**config.mk**
```make
export PLATFORM = sky130hd
export DESIGN_NAME = hazard_ctrl
export DESIGN_NICKNAME = d
export VERILOG_FILES = /design/src/rtl/pipe_pkg.sv /design/src/rtl/forward_unit.sv /design/src/rtl/hazard_ctrl.sv
export SDC_FILE = /design/constraint.sdc
export NUM_CORES = 1
export LEC_CHECK = 0
export ABC_AREA = 1
export BUFFER_PORTS_ARGS = -buffer_cell sky130_fd_sc_hd__buf_2
export CORE_MARGIN = 2
export CORE_UTILIZATION = 50
export CTS_CLUSTER_SIZE = 25
export DETAILED_ROUTE_END_ITERATION = 10
export PLACE_DENSITY = 0.86
export SLEW_MARGIN = 20
export SYNTH_ARGS = -nofsm -noshare
export SYNTH_HDL_FRONTEND = slang
export SYNTH_SLANG_ARGS = --single-unit
```
**constraint.sdc**
```tcl
create_clock -name clk -period 1.7 [get_ports clk]
set_input_delay 0.17 -clock clk [delete_from_list [all_inputs] [get_ports clk]]
set_output_delay 0.17 -clock clk [all_outputs]
set_load 0.02 [all_outputs]
```
**src/rtl/pipe_pkg.sv**
```systemverilog
// pipe_pkg: shared FSM state and forwarding-select encodings for the pipeline hazard logic.
package pipe_pkg;
    typedef enum logic [1:0] {BOOT, RUN, MEMWAIT} state_t;
    localparam logic [1:0] FWD_RF = 2'b00;
    localparam logic [1:0] FWD_W  = 2'b01;
    localparam logic [1:0] FWD_M  = 2'b10;
endpackage

```
**src/rtl/forward_unit.sv**
```systemverilog
// forward_unit: E-stage operand bypass select, M result preferred over W, x0 never forwarded.
module forward_unit
    import pipe_pkg::*;
(
    input  logic [4:0] rs,
    input  logic [4:0] rd_m,
    input  logic [4:0] rd_w,
    input  logic       reg_write_m,
    input  logic       reg_write_w,
    output logic [1:0] fwd
);
    always_comb
        fwd = (reg_write_m && rd_m == rs && rs != 5'd0) ? FWD_M :
              (reg_write_w && rd_w == rs && rs != 5'd0) ? FWD_W : FWD_RF;
endmodule

```
**src/rtl/hazard_ctrl.sv**
```systemverilog
// hazard_ctrl: stall/flush/forward control for the five-stage pipeline, with boot flush,
// memory-wait freeze and timeout, and a saturating stall-cycle counter.
module hazard_ctrl
    import pipe_pkg::*;
#(
    parameter int BOOT_CYCLES = 2,
    parameter int MAX_WAIT    = 255,
    parameter int CNT_W       = 32
) (
    input  logic             clk,
    input  logic             reset,
    input  logic [4:0]       Rs1D,
    input  logic [4:0]       Rs2D,
    input  logic [4:0]       Rs1E,
    input  logic [4:0]       Rs2E,
    input  logic [4:0]       RdE,
    input  logic [4:0]       RdM,
    input  logic [4:0]       RdW,
    input  logic             RegWriteM,
    input  logic             RegWriteW,
    input  logic             ResultSrcE0,
    input  logic             PCSrcE,
    input  logic             MemReqM,
    input  logic             MemReadyM,
    output logic             StallF,
    output logic             StallD,
    output logic             StallE,
    output logic             StallM,
    output logic             FlushD,
    output logic             FlushE,
    output logic             FlushW,
    output logic [1:0]       ForwardAE,
    output logic [1:0]       ForwardBE,
    output logic             MemTimeout,
    output logic [CNT_W-1:0] StallCount
);
    localparam int BW = $clog2(BOOT_CYCLES + 1);
    localparam int WW = $clog2(MAX_WAIT + 1);

    state_t        state;
    logic [BW-1:0] boot_cnt;
    logic [WW-1:0] wait_cnt;
    logic          boot, lw_stall, mem_stall;

    forward_unit fwd_a (.rs(Rs1E), .rd_m(RdM), .rd_w(RdW), .reg_write_m(RegWriteM),
                        .reg_write_w(RegWriteW), .fwd(ForwardAE));
    forward_unit fwd_b (.rs(Rs2E), .rd_m(RdM), .rd_w(RdW), .reg_write_m(RegWriteM),
                        .reg_write_w(RegWriteW), .fwd(ForwardBE));

    // A memory freeze holds E, so any redirect resolved there is deferred until after it.
    always_comb begin
        boot      = state == BOOT;
        lw_stall  = ResultSrcE0 && RdE != 5'd0 && (Rs1D == RdE || Rs2D == RdE);
        mem_stall = !MemReadyM && ((state == RUN && MemReqM) || state == MEMWAIT);
        StallF    = boot || mem_stall || lw_stall;
        StallD    = !boot && (mem_stall || lw_stall);
        StallE    = mem_stall;
        StallM    = mem_stall;
        FlushW    = mem_stall;
        FlushD    = boot || (!mem_stall && PCSrcE);
        FlushE    = boot || (!mem_stall && (lw_stall || PCSrcE));
    end

    always_ff @(posedge clk) begin
        if (reset) begin
            state      <= BOOT;
            boot_cnt   <= '0;
            wait_cnt   <= '0;
            MemTimeout <= 1'b0;
            StallCount <= '0;
        end else begin
            if (StallF && StallCount != '1) StallCount <= StallCount + 1'b1;
            case (state)
                BOOT: begin
                    boot_cnt <= (boot_cnt == BW'(BOOT_CYCLES - 1)) ? '0 : boot_cnt + 1'b1;
                    if (boot_cnt == BW'(BOOT_CYCLES - 1)) state <= RUN;
                end
                RUN: if (MemReqM && !MemReadyM) state <= MEMWAIT;
                MEMWAIT: begin
                    if (MemReadyM) begin
                        state    <= RUN;
                        wait_cnt <= '0;
                    end else begin
                        if (wait_cnt != WW'(MAX_WAIT)) wait_cnt <= wait_cnt + 1'b1;
                        if (wait_cnt == WW'(MAX_WAIT - 1)) MemTimeout <= 1'b1;
                    end
                end
                default: state <= BOOT;
            endcase
        end
    end
endmodule

```
# Word-level counts from Yosys, hierarchy flattened

Index checks and enable logic that the tools add are counted.

Add/sub/neg operators: 3
Equality and inequality tests: 15
Muxes and demuxes: 11
Bitwise gates (word level): 1
Reductions and logical operators: 36

Operators with widths:

| operator              | number |
|---|---|
| $add 32x1->32 const B | 1 |
| $ne 32x32->1 const B  | 1 |
| $eq 5x5->1            | 6 |
| $logic_and 1x1->1     | 17 |
| $mux 8                | 2 |
| $reduce_bool 5->1     | 3 |
| $mux 2                | 6 |
| $add 8x1->8 const B   | 1 |
| $eq 8x8->1 const B    | 1 |
| $logic_or 1x1->1      | 8 |
| $ne 8x8->1 const B    | 1 |
| $pmux 2 s3            | 1 |
| $reduce_and 3->1      | 2 |
| $eq 2x1->1 const B    | 2 |
| $ne 2x1->1 const B    | 2 |
| $logic_not 1->1       | 3 |
| $add 2x1->2 const B   | 1 |
| $eq 2x2->1 const B    | 1 |
| $logic_not 2->1       | 1 |
| $mux 1                | 2 |
| $ne 2x2->1 const B    | 1 |
| $reduce_and 2->1      | 1 |
| $reduce_bool 2->1     | 1 |
| $not 1->1             | 1 |

Flip-flop bits (word level): 45
Bits of input ports: 43
Output and inout port bits: 44
Logic and storage cells: 71

# Logic depth before layout (Yosys ltp)

Gate-level depths: netlist (run 1).

Word-level depth: 7
Gate-level depth with buffers: 12

# Hierarchy

From an unflattened synthesis (run 1), not the netlist that was laid out.

Cell total of the unflattened synthesis: 590
Area total of the unflattened synthesis: 3348.2 µm²

By module, submodules not included:

| module       | times used | cells each | area an instance (µm²) | sequential area each (µm²) |
|---|---|---|---|---|
| hazard_ctrl  | 1          | 466        | 2822.7                 | 900.9 |
| forward_unit | 2          | 62         | 262.8                  | 0.0 |

# Worst setup path after synthesis (run 1)

OpenSTA, ideal clock, no wires.

Path kind: register to register
Start point: register StallCount[0]
End point: register StallCount[31]
Library setup time: 0.115 ns
Arrival time: 1.637 ns
Data required time: 1.585 ns
Path slack: -0.052 ns
Stages on the path, launching flop included: 12
Cell sequence: dfxtp_1 ha_1 inv_1 nor2_4 nand2_4 nor2_8 nand3_4 buf_6 nand2_4 nor2_2 a21oi_1 nor2_1

Word-level cells in the longest chain between the ends: 2
Elaborated cells between the ends (all ways): 3
Those cells by class: add/sub: 1; eq/ne: 1; reduce/logical: 1

RTL lines:

| element                                                               | RTL line          | source |
|---|---|---|
| start, declared                                                       | hazard_ctrl.sv:35 | `output logic [CNT_W-1:0] StallCount` |
| start signal, assigned                                                | hazard_ctrl.sv:72 | `if (StallF && StallCount != '1) StallCount <= StallCount + 1'b1;` |
| parallel branches: the longest is 2 deep, another holds $add 32x1->32 | -                 |  |

Several ways; the timed one is not identified.
A chain may end at the register's enable or synchronous reset.

# Worst setup path after layout (run 1)

Start point: register state[1]
End point: output port FlushE

Word-level cells in the longest chain between the ends: 7
Elaborated cells between the ends (all ways): 9
Those cells by class: eq/ne: 2; reduce/logical: 7

RTL lines:

| element                | RTL line          | source |
|---|---|---|
| start, declared        | hazard_ctrl.sv:40 | `state_t state;` |
| start signal, assigned | hazard_ctrl.sv:66 | `state <= BOOT;` |
| start signal, assigned | hazard_ctrl.sv:76 | `if (boot_cnt == BW'(BOOT_CYCLES - 1)) state <= RUN;` |
| start signal, assigned | hazard_ctrl.sv:78 | `RUN: if (MemReqM && !MemReadyM) state <= MEMWAIT;` |
| $eq 2x1->1             | hazard_ctrl.sv:54 | `mem_stall = !MemReadyM && ((state == RUN && MemReqM) \|\| state == MEMWAIT);` |
| $logic_and 1x1->1      | hazard_ctrl.sv:54 |  |
| $logic_or 1x1->1       | hazard_ctrl.sv:54 |  |
| $logic_and 1x1->1      | hazard_ctrl.sv:54 |  |
| $logic_not 1->1        | hazard_ctrl.sv:61 | `FlushE = boot \|\| (!mem_stall && (lw_stall \|\| PCSrcE));` |
| $logic_and 1x1->1      | hazard_ctrl.sv:61 |  |
| $logic_or 1x1->1 (*)   | hazard_ctrl.sv:61 |  |
| end, declared          | hazard_ctrl.sv:30 | `output logic FlushE,` |

Every way passes the cells marked *; elsewhere a longest branch is shown, timed or not.

==> results of run 1 <==
## power by group
| group | internal [µW] | leakage, µW | switching (µW) |
|---|---|---|---|
| clock | 592 | 0.0000687 | 398 |
| combinational | 270 | 0.00169 | 339 |
| sequential | 1080 | 0.000369 | 18.8 |
## cell usage after synthesis (3+ instances only)
master / n / area, µm²
xor2_1: 11 / 96.3
dfxtp_1: 45 / 901
nand2_1: 118 / 443
buf_4: 8 / 60.1
nor3_1: 11 / 55.1
nand4_1: 13 / 81.3
nand3b_1: 4 / 30.0
nand3_2: 4 / 40.0
xnor2_1: 11 / 96.3
nand2_2: 7 / 43.8
inv_2: 9 / 33.8
nor2_2: 9 / 56.3
ha_1: 3 / 37.5
nand3_1: 44 / 220
nand2_4: 4 / 45.0
o21ai_0: 6 / 30.0
a21oi_1: 40 / 200
nor4_1: 5 / 31.3
nor3b_1: 3 / 22.5
inv_1: 58 / 218
nor2_1: 76 / 285
## per-layer routing
metal  vias up  GRT usage, %
li1       1870             -
met3        16          3.86
met5         -             0
met2       132          46.9
met1      1742          26.5
met4         0          6.16
## per-stage QoR
| stage | setup slack, ns | setup TNS, ns | cells | instance area, µm² | utilization, % |
|---|---|---|---|---|---|
| after detailed placement | 0.0294 | 0 | 688 | 3890 | 62.3 |
| after global placement | 0.0917 | 0 | 688 | 3890 | 62.3 |
| after floorplan | 0.0121 | 0 | 505 | 3180 | - |
| final | 0.0160 | 0 | 713 | 4280 | 68.5 |
| after CTS | -0.00517 | -0.00517 | 705 | 4120 | 66.0 |
| after global routing | -0.0668 | -0.364 | 713 | 4280 | 68.5 |
## path summary, 6_finish.rpt
kind	end	slack, ns	depth (start not counted)
setup / recovery	FlushE	0.02	9
hold / removal	state[0]$_SDFFE_PP0P_	0.16	2
setup reg to reg	StallCount[9]$_SDFFE_PP0P_	0.04	10
hold reg to reg	boot_cnt[1]$_SDFFE_PP0P_	0.44	2
## cell type report
| type | instances | area, µm² | share of cell area, % |
|---|---|---|---|
| Inverter | 68 | 255 | 5.97 |
| Multi-Input combinational cell | 378 | 1990 | 46.5 |
| Clock buffer | 5 | 68.8 | 1.61 |
| Timing Repair Buffer | 137 | 878 | 20.5 |
| Tap cell | 77 | 96.3 | 2.25 |
| Clock inverter | 3 | 68.8 | 1.61 |
| Sequential cell | 45 | 918 | 21.5 |
## cell families (layout without fill, tap and decap cells)
family / after synthesis / after routing / synth area share [%]
and+or+nand+nor: 303 / 303 / 44.6
buffers and inverters: 82 / 213 / 11.2
AOI/OAI and AO/OA: 50 / 50 / 8.62
DFF: 45 / 45 / 28.3
xor gates and xnor gates: 22 / 22 / 6.06
adders and majority gates: 3 / 3 / 1.18
## state kept, by name, summed over array words and instances, names as in the netlist
name,flops
boot_cnt,2
wait_cnt,8
StallCount,32
state,2
MemTimeout,1
## cells in the final DEF (no fill, tap or decap), types with 3 or more instances in the layout
| cell type | n |
|---|---|
| nand2_2 | 9 |
| nor3b_1 | 3 |
| inv_1 | 54 |
| clkbuf_8 | 5 |
| xor2_1 | 11 |
| buf_4 | 45 |
| buf_2 | 84 |
| nor2_2 | 9 |
| inv_2 | 13 |
| xnor2_1 | 11 |
| nor2_1 | 71 |
| nand2_4 | 5 |
| buf_6 | 4 |
| a21oi_1 | 39 |
| nand3b_1 | 4 |
| nor4_1 | 5 |
| nor2_4 | 7 |
| o21ai_0 | 6 |
| nand4_1 | 13 |
| nor3_1 | 10 |
| dfxtp_1 | 33 |
| nand3_2 | 5 |
| buf_12 | 3 |
| nand2_1 | 115 |
| nand3_1 | 43 |
| dfxtp_2 | 11 |
## worst max-delay path: cells and delay by family, from the launching register on
family	cells	cell delay [ns]
flops	1	0.37
simple gates	4	0.31
buf+inv	3	0.29
compound gates	2	0.23
## repair_timing
item / 4_1_cts / 5_1_grt
endpoints found under the hold margin: 0 / 0
endpoints found under the setup margin: 4 / 33
pin swaps: 4 / 8
buffers inserted: 9 / 8
gates resized for setup: 7 / 34
==> flow_summary.rst, run 1 <==
.. list-table::
   :header-rows: 1

   * - Metric
     - Value
   * - Result of the run
     - finished clean
   * - Die Width
     - 83.8 µm
   * - Via total after detailed routing
     - 3760
   * - Warnings, synthesis
     - 0
   * - Setup-violating endpoint count in the final report
     - 0
   * - Number of global-route vias before repair
     - 3436
   * - H-tree lvl count
     - 2
   * - Worst hold path class
     - in2reg
   * - Synthesized Nets
     - 551
   * - Worst hold margin
     - 0.157 ns
   * - Port Buffer Count
     - 86
   * - DPL Wire Length
     - 6460 µm
   * - Power density over the cells
     - 631 nW/µm²
   * - Detailed-routing wirelength on met1
     - 3430 µm
   * - Effective utilization at floorplan
     - 51.0%
   * - Number of max-cap violations
     - 0
   * - Worst path arrival time
     - 1.51 ns
   * - Routed Antenna Nets
     - 0
   * - Upper clock frequency limit
     - 594 MHz
   * - Initial antenna violation count
     - 0
   * - CP required
     - 1.53 ns
   * - I/O pin count
     - 87
   * - Type of the worst setup path
     - reg2out
   * - Clk Tree Root Cell
     - clkbuf_8
   * - First-pass GRT wire length
     - 14300 µm
   * - Vert. Die Dim
     - 83.8 µm
   * - Launch point of the worst reg-to-reg path
     - StallCount[24]$_SDFFE_PP0P_
   * - Post-synthesis to final-layout area growth
     - 34.5%
   * - TritonCTS Buffers
     - 5
   * - Final clock skew
     - 0.0121 ns
   * - Met2 WL post-DR
     - 4750 µm
   * - Element type at the critical path start
     - flip-flop
   * - Clock latency of the later-clocked register in the worst-skew pair
     - 0.30 ns
   * - CP cell instances
     - inv_2 -> nor2_4 -> nand2_2 -> o31ai_4 -> inv_2 -> nand2_1 -> nand2_1 -> o21bai_1 -> buf_4
   * - Period minus WS final
     - 1.68 ns
   * - Detailed-route wire length per cell
     - 12.4 µm
   * - Placer Congestion
     - 0.928
   * - Layout fillers
     - 533
   * - Number of violations reported at the end of detailed-routing iteration 0
     - 202
   * - Endpoint kind of the worst setup timing path
     - primary output
   * - Largest net degree at the start of global routing
     - 33
   * - 1st-pass router iterations
     - 5
   * - Total standard cell area after synthesis
     - 3180 µm²
   * - Setup repair after global routing missed its margin
     - true
   * - Highest ir drop seen on vdd
     - 0.464 mV
   * - Total inserted antenna cells
     - 0
   * - HP Start
     - reset
   * - CTS Hold Buffers Added
     - 0
   * - # nets final
     - 681
   * - Core area
     - 6240 µm²
   * - Share of final-layout standard cells stronger than drive strength 1
     - 33.3%
   * - Ratio of routed vias to standard cells
     - 5.27
   * - Sum of internal, switching and leakage power
     - 2700 µW
   * - Cell type of the slowest stage on the worst timing path
     - dfxtp_2
   * - Max_slew headroom
     - 70.8%
   * - Count of distinct cell types in the synthesized netlist
     - 33
   * - Total length of routed met3 wires
     - 494 µm
   * - Pin slew with the least headroom to its limit
     - 0.434 ns
   * - Total wire length after detailed routing
     - 8810 µm
   * - Critical path launch point
     - state[1]$_SDFFE_PP0P_
   * - Part of the Yosys area used for sequential elements
     - 28.3%
   * - CTS tree
     - yes
   * - Die outline area
     - 7010 µm²
   * - TritonCTS sink count
     - 45
   * - Post-synthesis async set-or-reset flop share
     - 0%
   * - Final hold violation count
     - 0
   * - Crit share post-route
     - 99.1%
   * - Topmost layer with routed signal wires
     - met4
   * - Average cell area after synthesis
     - 6.30 µm²
   * - Num rows
     - 29
   * - Cell leakage power
     - 0.00213 µW
   * - Cells after synthesis
     - 505
   * - Remaining DRCs
     - 0
   * - CTS clk-pin slew, worst paths
     - 0.09 ns
   * - Biggest cell delay along the critical path
     - 0.37 ns
   * - Prevailing post-synth register cell
     - dfxtp_1
   * - Global routing usage summed across all routing layers
     - 24.0%
   * - Critical Path Fanout Max
     - 3
   * - Number of enable flip-flop cells after synthesis
     - 0
   * - Final Max Tran Viols
     - 0
   * - Total grt overflow
     - 0
   * - Clock Path Buffers
     - 2
   * - Seq cells post-synth
     - 45
Power figures use the tool's default switching activity.
==> inputs of run 2 (changes only) <==
ABC_AREA = not set   (was 1)
PLACE_DENSITY = 0.87   (was 0.86)
==> run 2 against run 1 <==
Against the previous run:
- the run now ends with negative setup slack left
- synthesized cell count shrank 34%
- total power grew 5.7%
- worst hold slack improved by 0.071 ns
- routed wire length is 45% higher
- final cell count decreased by 17%
- synthesized area down 13%
- utilization up 16 points
- largest cell class unchanged
- largest power group unchanged
- highest routed layer unchanged
==> flow_summary.rst, run 2 <==
.. list-table::
   :header-rows: 1

   * - Metric
     - Value
   * - Result of the run
     - finished with violations
   * - Violated checks
     - negative setup slack
   * - Num rows
     - 27
   * - Seq cells post-synth
     - 45
   * - Count of distinct cell types in the synthesized netlist
     - 43
   * - Placer Congestion
     - 0.882
   * - Final hold violation count
     - 0
   * - DP Cell Count
     - 558
   * - Core area
     - 5410 µm²
   * - Pin slew with the least headroom to its limit
     - 0.681 ns
   * - Post-synthesis async set-or-reset flop share
     - 0%
   * - Most numerous cell types in the synthesized netlist
     - dfxtp_1 (45), a21oi_1 (36), xnor2_1 (29)
   * - I/O pin count
     - 87
   * - Worst hold path class
     - in2reg
   * - Routed Antenna Nets
     - 0
   * - CTS clk-pin slew, worst paths
     - 0.09 ns
   * - Global routing usage summed across all routing layers
     - 36.6%
   * - Number of max-cap violations
     - 0
   * - 1st-pass router iterations
     - 7
   * - Clk Tree Root Cell
     - clkbuf_8
   * - Vert. Die Dim
     - 78.3 µm
   * - Power dissipated by switching net loads
     - 913 µW
   * - Total inserted antenna cells
     - 0
   * - Count of placed standard cells in the final layout, fillers left out
     - 593
   * - Portion of total power attributed to the clock network
     - 29.3%
   * - Combinational power share
     - 31.1%
   * - DPL Wire Length
     - 6380 µm
   * - Cells after synthesis
     - 335
   * - Type of the worst setup path
     - reg2reg
   * - Power density over the cells
     - 622 nW/µm²
   * - Worst path arrival time
     - 2.35 ns
   * - Top cell type's share of synthesized area
     - 32.6%
   * - Number of violations reported at the end of detailed-routing iteration 0
     - 411
   * - Effective utilization at floorplan
     - 51.1%
   * - Initial antenna violation count
     - 0
   * - Total standard cell area after synthesis
     - 2760 µm²
   * - Largest area contributor in the netlist
     - dfxtp_1
   * - H-tree lvl count
     - 2
   * - Synthesized Nets
     - 381
   * - Biggest register
     - StallCount
   * - CTS Hold Buffers Added
     - 0
   * - CTS tree
     - yes
   * - Highest ir drop seen on vdd
     - 0.563 mV
   * - Share of final-layout standard cells stronger than drive strength 1
     - 53.9%
   * - Largest net degree at the start of global routing
     - 39
   * - Worst hold margin
     - 0.228 ns
   * - Max_slew headroom
     - 54.6%
   * - Via total after detailed routing
     - 3915
   * - TritonCTS Buffers
     - 5
   * - Largest registers ranked by flip-flop count
     - StallCount (32), wait_cnt (8)
   * - Die Width
     - 78.3 µm
   * - Warnings, synthesis
     - 0
   * - Most frequent cells in the layout
     - buf_4 (97), buf_2 (77), dfxtp_1 (29)
   * - Setup repair after global routing missed its margin
     - true
   * - TritonCTS sink count
     - 45
   * - Register-to-register setup slack
     - -0.40 ns
   * - Layout fillers
     - 267
   * - Remaining DRCs
     - 0
   * - Number of global-route vias before repair
     - 3711
   * - Area of placed instances
     - 3850 µm²
   * - Total wire length after detailed routing
     - 12800 µm
   * - Post-synthesis to final-layout area growth
     - 66.2%
   * - Power Internal
     - 1940 µW
   * - First-pass GRT wire length
     - 17700 µm
   * - Flip-flop count of the largest register after layout
     - 32
   * - Area occupied by multi-input gates
     - 2070 µm²
   * - Crit share post-route
     - 124%
   * - Upper clock frequency limit
     - 475 MHz
   * - Critical Path Fanout Max
     - 3
   * - Dominant cell by count in the synthesized netlist
     - dfxtp_1
   * - Endpoint kind of the worst setup timing path
     - flip-flop
   * - Leading cell type in the layout, fill and taps excluded
     - buf_4
   * - Average cell area after synthesis
     - 8.24 µm²
   * - Part of the Yosys area used for sequential elements
     - 32.6%
   * - CP required
     - 1.95 ns
   * - Element type at the critical path start
     - flip-flop
   * - Net Sw Frac
     - 32.0%
   * - Ratio of routed vias to standard cells
     - 6.60
   * - Port Buffer Count
     - 86
   * - Final Max Tran Viols
     - 0
   * - Detailed-route wire length per cell
     - 21.5 µm
   * - Part of the total power dissipated in sequential elements
     - 39.6%
   * - Setup-violating endpoint count in the final report
     - 35
   * - Cell leakage power
     - 0.00193 µW
   * - Clock latency of the later-clocked register in the worst-skew pair
     - 0.32 ns
   * - Number of enable flip-flop cells after synthesis
     - 0
   * - # nets final
     - 566
   * - Period minus WS final
     - 2.10 ns
   * - Reg area
     - 926 µm²
   * - Clock Path Buffers
     - 2
   * - Final critical-path setup slack
     - -0.403 ns
   * - Post-layout instance area
     - 4590 µm²
   * - Die outline area
     - 6130 µm²
   * - Worst slack at placement
     - -0.403 ns
   * - Prevailing post-synth register cell
     - dfxtp_1
   * - Final clock skew
     - 0.00845 ns
   * - Leading cell types by total area after synthesis
     - dfxtp_1 (33%), xnor2_1 (9.2%), or4_1 (7.6%)
   * - Total grt overflow
     - 0
[run 2: repair_timing]
item,in CTS,in global routing
gates resized for setup,57,44
setup endpoints to repair,37,37
pin swaps,27,16
buffers inserted,19,11
[run 2: worst max-delay path, cell delays in order (launching register included)]
cell and delay, ns:
dfxtp_4 0.37, ha_4 0.13, and3_4 0.18, and4_4 0.26
nand2_4 0.09, or4_4 0.43, or4_1 0.42, a21oi_1 0.15
[run 2: per-stage QoR]
step           util [%]  TNS (ns)  power (µW)
2_1_floorplan         -     -4.68        1550
3_3_place_gp       71.3    -10.38        1750
5_1_grt            84.9     -9.40        2940
3_5_place_dp       71.3    -11.50        1780
4_1_cts            80.5     -5.67        2680
6_report           84.9     -7.97        2850
[run 2: layout make-up]
type,count,share of cell area (%)
tap,72,1.96
clock buffer,6,1.58
clock inverter,2,0.764
sequential,45,20.2
timing repair buffer,193,29.7
inverter,7,0.627
multi-input combinational,268,45.1
[run 2: routing by layer]
layer	global-route usage [%]	part of all wire (%)	vias up
li1	-	-	1629
met1	38.0	34	1798
met2	66.1	48	338
met3	8.51	9.6	150
met4	23.3	9.2	0
met5	0	0	-
[run 2: logic make-up (layout without fill, tap and decap cells)]
family	after synthesis	in the layout	synth area share, %
AO/OA/AOI/OAI	79	79	18.5
buffers and inverters	22	208	4.40
XOR/XNOR	37	37	11.7
multiplexers	3	3	1.50
flip-flops	45	45	32.6
adder cells (fa/ha/maj)	3	3	1.36
AND/OR/NAND/NOR	146	146	29.9
[run 2: power groups by stage]
stage	registers [µW]	clock network, µW	logic (µW)
final	1130	836	887
after global routing	1130	875	932
after CTS	1120	818	742
after detailed placement	1140	0	634
after global placement	1140	0	613
after floorplan	1170	0	379
[run 2: path summary, 6_finish.rpt]
kind | startpoint | to | depth (start not counted)
max | StallCount[0]$_SDFFE_PP0P_ | StallCount[28]$_SDFFE_PP0P_ | 7
min | MemReqM | state[0]$_SDFFE_PP0P_ | 3
max reg2reg | StallCount[0]$_SDFFE_PP0P_ | StallCount[28]$_SDFFE_PP0P_ | 7
min reg2reg | MemTimeout$_SDFFE_PP0P_ | MemTimeout$_SDFFE_PP0P_ | 1
==> inputs of run 3 (changes only) <==
GPL_TIMING_DRIVEN = 0   (was not set)
==> run 3 against run 2 <==
Against the previous run:
- the flow still finishes with violations (negative setup slack)
- global-route usage fell by 7.6 points
- clock power is 17% lower
- via count shrank 11%
- critical endpoint unchanged
- first-iteration DRC count decreased by 27%
- non-clock buffer count is 49 lower
- register-to-register slack lost 0.05 ns
- final area down 7.1%
- final cell count down 8.3%
==> flow_summary.rst, run 3 (synthesis gave the netlist of run 2 again) <==
.. list-table::
   :header-rows: 1

   * - Metric
     - Value
   * - Share of final-layout standard cells stronger than drive strength 1
     - 51.7%
   * - Final setup TNS
     - -10.05 ns
   * - Critical Path Fanout Max
     - 5
   * - CTS tree
     - yes
   * - Result of the run
     - finished with violations
   * - Die outline area
     - 6130 µm²
   * - Layout fillers
     - 317
   * - Worst reg-to-reg path cell count
     - 6
   * - Num rows
     - 27
   * - Biggest register
     - StallCount
   * - Remaining DRCs
     - 0
   * - Highest ir drop seen on vdd
     - 0.559 mV
   * - Worst hold path class
     - in2reg
   * - Clock Path Buffers
     - 2
   * - DP Cell Count
     - 493
   * - Worst path arrival time
     - 2.39 ns
   * - Setup-violating endpoint count in the final report
     - 35
   * - Crit share post-route
     - 127%
   * - Type of the worst setup path
     - reg2reg
   * - Global routing usage summed across all routing layers
     - 29.0%
   * - Period minus WS final
     - 2.15 ns
   * - Leading cell type in the layout, fill and taps excluded
     - buf_2
   * - Largest net degree at the start of global routing
     - 13
   * - Number of global-route vias before repair
     - 3129
   * - Final clock skew
     - 0.00903 ns
   * - Power Internal
     - 1810 µW
   * - Final critical-path setup slack
     - -0.453 ns
   * - Net Sw Frac
     - 32.7%
   * - Pin slew with the least headroom to its limit
     - 0.626 ns
   * - CTS clk-pin slew, worst paths
     - 0.09 ns
   * - Power dissipated by switching net loads
     - 880 µW
   * - Final hold violation count
     - 0
   * - Violated checks
     - negative setup slack
   * - First-pass GRT wire length
     - 14400 µm
   * - Total inserted antenna cells
     - 0
   * - Number of violations reported at the end of detailed-routing iteration 0
     - 301
   * - CP required
     - 1.93 ns
   * - Initial antenna violation count
     - 0
   * - Final Max Tran Viols
     - 0
   * - Portion of total power attributed to the clock network
     - 25.8%
   * - Worst slack at placement
     - -0.514 ns
   * - I/O pin count
     - 87
   * - Routed Antenna Nets
     - 0
   * - Clk Tree Root Cell
     - clkbuf_8
   * - Max_slew headroom
     - 58.3%
   * - Power density over the cells
     - 631 nW/µm²
   * - Combinational power share
     - 32.3%
   * - Setup repair after global routing missed its margin
     - true
   * - Die Width
     - 78.3 µm
   * - TritonCTS Buffers
     - 5
   * - TritonCTS sink count
     - 45
   * - Element type at the critical path start
     - flip-flop
   * - Placer Congestion
     - 0.834
   * - Post-layout instance area
     - 4260 µm²
   * - Core area
     - 5410 µm²
   * - Number of max-cap violations
     - 0
   * - Largest registers ranked by flip-flop count
     - StallCount (32), wait_cnt (8)
   * - Flip-flop count of the largest register after layout
     - 32
   * - Reg area
     - 940 µm²
   * - Most frequent cells in the layout
     - buf_2 (83), buf_4 (32), xnor2_1 (29)
   * - Ratio of routed vias to standard cells
     - 6.40
   * - Cell leakage power
     - 0.00165 µW
   * - Total grt overflow
     - 0
   * - Total wire length after detailed routing
     - 11100 µm
   * - H-tree lvl count
     - 2
   * - Effective utilization at floorplan
     - 51.1%
   * - Upper clock frequency limit
     - 464 MHz
   * - Count of placed standard cells in the final layout, fillers left out
     - 544
   * - Via total after detailed routing
     - 3480
   * - Hold Path Depth
     - 3
   * - Detailed-route wire length per cell
     - 20.5 µm
   * - Post-synthesis to final-layout area growth
     - 54.4%
   * - Vert. Die Dim
     - 78.3 µm
   * - Area occupied by multi-input gates
     - 2140 µm²
   * - Endpoint kind of the worst setup timing path
     - flip-flop
   * - Clock latency of the later-clocked register in the worst-skew pair
     - 0.30 ns
   * - 1st-pass router iterations
     - 5
   * - # nets final
     - 518
   * - Area of placed instances
     - 3340 µm²
   * - DPL Wire Length
     - 5450 µm
   * - Part of the total power dissipated in sequential elements
     - 42.0%
   * - Port Buffer Count
     - 86
[run 3: cell types whose count changed in the layout (fill, tap and decap cells not counted), sizes merged]
cell and delta:
clkinv -1, clkbuf +8, nor2 +1, bufinv -1
buf -56
[run 3: area by class of cell]
type | instances | share of cell area (%)
Multi-Input combinational cell | 269 | 50.2
Sequential cell | 45 | 22.0
Timing Repair Buffer | 129 | 20.0
Buffer | 15 | 2.96
Tap cell | 72 | 2.11
Clock buffer | 7 | 2.03
Inverter | 7 | 0.675
[run 3: through the flow]
step           util [%]  power (µW)  hold slack [ns]
2_1_floorplan         -        1550            0.328
3_3_place_gp       61.8        1740            0.430
3_5_place_dp       61.8        1750            0.447
4_1_cts            71.7        2500            0.159
5_1_grt            78.9        2790            0.175
6_report           78.9        2690            0.158
[run 3: critical path: stages, from the launching register on]
cell	delay (ns)
dfxtp_1	0.45
and4_4	0.28
and3_1	0.24
nand2_4	0.10
or4_4	0.44
or4_4	0.45
a21oi_2	0.13
[run 3: power by group through the flow]
stage / Combinational [µW] / Sequential (µW) / Clock, µW
floorplan: 379 / 1170 / 0
global placement: 581 / 1160 / 0
detailed placement: 590 / 1160 / 0
CTS: 695 / 1130 / 672
global route: 911 / 1130 / 740
finish: 868 / 1130 / 693
[run 3: final timing paths]
check	slack (ns)	end	startpoint
setup reg to reg	-0.45	StallCount[28]$_SDFFE_PP0P_	StallCount[16]$_SDFFE_PP0P_
hold reg to reg	0.46	boot_cnt[1]$_SDFFE_PP0P_	boot_cnt[1]$_SDFFE_PP0P_
hold / removal	0.16	state[0]$_SDFFE_PP0P_	MemReqM
setup / recovery	-0.45	StallCount[28]$_SDFFE_PP0P_	StallCount[16]$_SDFFE_PP0P_
[run 3: timing repair]
item,CTS,global route
resized for setup,61,67
pin swaps,32,31
gates cloned,3,1
endpoints found under the setup margin,41,43
hold buffers,0,0
setup buffers,24,20
[run 3: per-layer routing]
metal  vias up  track usage (%)  wire length [µm]
met2       271             51.9              5480
met3        70             5.63              1110
met5         -                0                 0
li1       1535                -                 -
met4         0             13.2               586
met1      1604             33.4              3970
